### src/rtl/inst_fetch.sv
// Instruction issuer: walks pc through a 1-cycle-latency instruction memory and hands words to control via valid/ready.
// Build option: define INST_COUNT_EN to include the handed-over instruction counter (inst_count); otherwise it reads 0.
//
// state | meaning
// IDLE  | waiting for start
// FETCH | read request to imem at pc
// WAIT  | imem_data valid, capture into inst
// ISSUE | inst offered, waiting for inst_ready
// HALT  | HLT handed over, waiting for restart
module inst_fetch #(
  parameter int ADDR_W   = 8,
  parameter int RESET_PC = 0
) (
  input  logic              CLK,
  input  logic              RST,
  input  logic              start,
  output logic              imem_en,
  output logic [ADDR_W-1:0] imem_addr,
  input  logic [31:0]       imem_data,
  output logic [31:0]       inst,
  output logic              inst_valid,
  input  logic              inst_ready,
  output logic [ADDR_W-1:0] pc,
  output logic              busy,
  output logic              halted,
  output logic [31:0]       inst_count
);

  typedef enum logic [2:0] {
    IDLE  = 3'd0,
    FETCH = 3'd1,
    WAIT  = 3'd2,
    ISSUE = 3'd3,
    HALT  = 3'd4
  } state_t;

  localparam logic [2:0]        OP_HLT = 3'b101;
  localparam logic [ADDR_W-1:0] PC_RST = ADDR_W'(RESET_PC);

  state_t state, state_next;
  logic   handshake;
  logic   is_hlt;
  logic   restart;

  assign handshake = (state == ISSUE) && inst_ready;
  assign is_hlt    = (inst[31:29] == OP_HLT);
  assign restart   = (state == HALT) && start;

  always_comb begin
    state_next = state;
    case (state)
      IDLE:    if (start) state_next = FETCH;
      FETCH:   state_next = WAIT;
      WAIT:    state_next = ISSUE;
      ISSUE:   if (inst_ready) state_next = is_hlt ? HALT : FETCH;
      HALT:    if (start) state_next = FETCH;
      default: state_next = IDLE;
    endcase
  end

  always_ff @(posedge CLK) begin
    if (RST) begin
      state <= IDLE;
      pc    <= PC_RST;
      inst  <= 32'd0;
    end else begin
      state <= state_next;
      if (state == WAIT) inst <= imem_data;
      if (handshake && !is_hlt) pc <= pc + 1'b1;
      else if (restart)         pc <= PC_RST;
    end
  end

  assign imem_en    = (state == FETCH);
  assign imem_addr  = pc;
  assign inst_valid = (state == ISSUE);
  assign busy       = (state == FETCH) || (state == WAIT) || (state == ISSUE);
  assign halted     = (state == HALT);

`ifdef INST_COUNT_EN
  logic [31:0] count;

  always_ff @(posedge CLK) begin
    if (RST || restart) count <= 32'd0;
    else if (handshake) count <= count + 32'd1;
  end

  assign inst_count = count;
`else
  assign inst_count = 32'd0;
`endif

endmodule

### config.mk
export PLATFORM = sky130hd
export DESIGN_NAME = inst_fetch
export DESIGN_NICKNAME = d
export VERILOG_FILES = /design/src/rtl/inst_fetch.sv
export SDC_FILE = /design/constraint.sdc
export NUM_CORES = 1
export LEC_CHECK = 0
export ABC_AREA = 1
export CORE_MARGIN = 2
export CORE_UTILIZATION = 30
export CTS_BUF_LIST = sky130_fd_sc_hd__clkbuf_4
export CTS_CLUSTER_SIZE = 24
export DETAILED_ROUTE_END_ITERATION = 10
export GPL_TIMING_DRIVEN = 1
export HOLD_SLACK_MARGIN = 0.1
export PLACE_DENSITY = 0.65
export SLEW_MARGIN = 20
export SYNTH_ARGS = -nofsm -noshare
export SYNTH_HDL_FRONTEND = slang
export SYNTH_SLANG_ARGS = --single-unit
### constraint.sdc
create_clock -name CLK -period 1.89 [get_ports CLK]
set_clock_uncertainty 0.15 [all_clocks]
set_input_delay 0.378 -clock CLK [delete_from_list [all_inputs] [get_ports CLK]]
set_output_delay 0.378 -clock CLK [all_outputs]
set_load 0.005 [all_outputs]
==> metrics.md <==
| Metric | Value |
|---|---|
| Outcome | `completed` |
| Number of H-tree levels | `2` |
| Clk buf depth | `2` |
| Worst Path Max Fanout | `5` |
| Row count | `30` |
| Effective utilization at floorplan | `31.21%` |
| Worst-path clk slew | `between 0.1 and 0.15 ns` |
| Synth top area cells | `dfxtp_1, buf_4, a21oi_1` |
| Worst Path Buf+Inv | `1` |
| Worst stage delay on the critical path | `between 0.5 and 0.6 ns` |
| Final Max Slew Viols | `0` |
| Area delta synth->final | `40.90%` |
| RSZ-0062 raised after global routing | `no` |
| Yosys top cell area share | `40.38%` |
| Area leader, netlist | `dfxtp_1` |
| Total die area | `7797 sq um` |
| Yosys cell types | `29` |
| Yosys warns | `0` |
| DP HPWL | `about 3300 um` |
| FF+latch count, synth | `43` |
| Die Y | `88.30 um` |
| Final critical-path setup slack | `0.05514 ns` |
| Async SR Flop Fraction | `0%` |
| Gpl congestion | `0.7867` |
| Max-cap violation count | `0` |
| Final WL | `4855 um` |
| Tot Pwr | `2.452 mW` |
| Syn Area/Cell | `7.955 sq um` |
| Avg WL per Cell | `10.89 um` |
| DR pass1 iterations | `4` |
| Setup TNS | `0 ns` |
| Synth Flop Type | `dfxtp_1` |
| Final hold violation count | `0` |
| Total CTS buffers | `5` |
| Worst Setup Slack post-DPL | `between 0.1 and 0.15 ns` |
| Gr ovfl total | `0` |
| Vias in the first global route | `1744` |
| Post-Syn Area | `2132 sq um` |
| Seq/Total Area, Yosys | `40.38%` |
| Largest net degree at the start of global routing | `49` |
| Ports | `120` |
| HP Class | `reg -> reg` |
| Total GRT Usage | `12.33%` |
| # fillers | `739` |
| Startpoint Class | `flip-flop` |
| CP Class | `reg -> out` |
| Fin crit share | `97.08%` |
| Worst EP required | `~1.4 ns` |
| 1st-iter DRT viols | `43` |
| Clock tree from TritonCTS | `yes` |
| Crit path DAT | `between 1 and 1.5 ns` |
| Post-route ant nets | `0` |
| Leak Pwr | `1.123 nW` |
| # diodes | `0` |
| Die width | `88.30 um` |
| Global-route wire length before repair | `7652 um` |
| Root Buffer | `clkbuf_4` |
| Core Box Area | `6832 sq um` |
| Post-synthesis cell count | `268` |
| Vias per std cell | `4.179` |
| Final min period | `1.835 ns` |
| Sink count of the clock tree | `43` |
| Post-route DRC violation count | `0` |
| Highest clock rate | `~550 MHz` |
| Largest delay contributor family on the critical path | `buffers and inverters` |
| Initial antenna violation count | `0` |
| Final-stage net count | `387` |
| Critical Path, Cell by Cell | `clkdlybuf4s50_1` |
| I/O Buffers | `a little under 90` |
| Worst-skew pair later-pin latency | `between 0.3 and 0.4 ns` |
| Crit-path slowest cell | `clkdlybuf4s50_1` |
| Crit. End Element | `output port` |
| PwrDens | `816.3 nW/um^2` |
| Vias | `1864` |
| Finish-stage setup viols | `0` |
| EDFF count, synth | `0` |
| VDD IR max | `approximately 0.35 mV` |
| Layout cells sized above 1 | `12.57%` |
[where the power goes]
part	switching (mW)	internal (mW)	total [mW]
sequential	0.0910	1.07	1.16
combinational	0.389	0.491	0.881
clock	0.280	0.132	0.413
total	0.760	1.69	2.45
[registers in the layout, indices dropped and copies added, names as in the netlist]
| register | cells |
|---|---|
| inst | 32 |
| imem_addr | 8 |
| state | 3 |
[cell type report]
cell class / instances / area (sq um) / area share [%]
Sequential cell: 43 / 875.8 / 29.15
Timing Repair Buffer: 94 / 944.7 / 31.45
Tap cell: 96 / 120.1 / 3.998
Clock inverter: 2 / 8.758 / 0.2915
Multi-Input combinational cell: 167 / 870.8 / 28.99
Inverter: 39 / 146.4 / 4.873
Clock buffer: 5 / 37.54 / 1.249
[worst paths after layout]
check	from	endpoint	slack (ns)	cells after the start
worst max-delay path	imem_addr[4]	imem_addr[4]	0.06	1
worst min-delay path	inst[7]	inst[7]	0.30	2
worst max register to register	state[1]	inst[24]	0.41	5
worst min register to register	inst[7]	inst[7]	0.30	2
[repair_timing]
item,4_1_cts,5_1_grt
pin swaps,1,1
hold buffers,0,0
resized for setup,13,7
endpoints found under the setup margin,6,12
setup buffers,1,0
[cells in the final DEF, fill, tap and decap left out, drive strengths merged, types with 5 or more instances in the layout]
cell | netlist | routed
a21oi | 42 | 42
inv | 39 | 39
nand2 | 23 | 23
o21ai | 35 | 35
clkdlybuf4s50 | 0 | 83
conb | 1 | 32
clkbuf | 3 | 5
dfxtp | 43 | 43
nor2 | 13 | 13
nand3 | 12 | 12
buf | 47 | 7
[per-stage QoR]
step                      instance area, sq um  util, %  instances  hold WS, ns
after floorplan                           2248        -        299       0.2900
after global placement                    2927    42.84        438       0.2805
final                                     3004    43.97        446       0.2979
after global routing                      3004    43.97        446       0.3167
after detailed placement                  2927    42.84        438       0.2844
after CTS                                 2995    43.85        446       0.3026
[cells in the mapped netlist, types with 2 or more instances]
cell type	number
o21ai_2	2
buf_2	2
dfxtp_1	43
clkbuf_1	3
o21ai_1	8
nand3_1	11
nand3b_1	2
o21ai_0	25
a21oi_2	10
nand2_1	23
nor2_1	11
nor2_4	2
a21oi_1	32
inv_1	38
buf_4	42
[logic make-up (layout without fill, tap and decap cells)]
group / count (synthesis) / in the layout / synth area share [%]
AO/OA/AOI/OAI: 78 / 78 / 20.54
XOR/XNOR: 1 / 1 / 0.4109
adder cells (fa/ha/maj): 1 / 1 / 0.5868
buffers and inverters: 89 / 140 / 24.82
flip-flops: 43 / 43 / 40.38
other: 1 / 32 / 0.1759
AND/OR/NAND/NOR: 55 / 55 / 13.09
[layer usage]
metal,up-vias,GRT usage [%],part of all wire (%)
li1,948,-,-
met5,-,0,0
met3,7,3.638,8.1
met4,0,4.959,1.2
met2,86,20.37,46
met1,823,15.06,45
(Power assumes the default switching activity.)
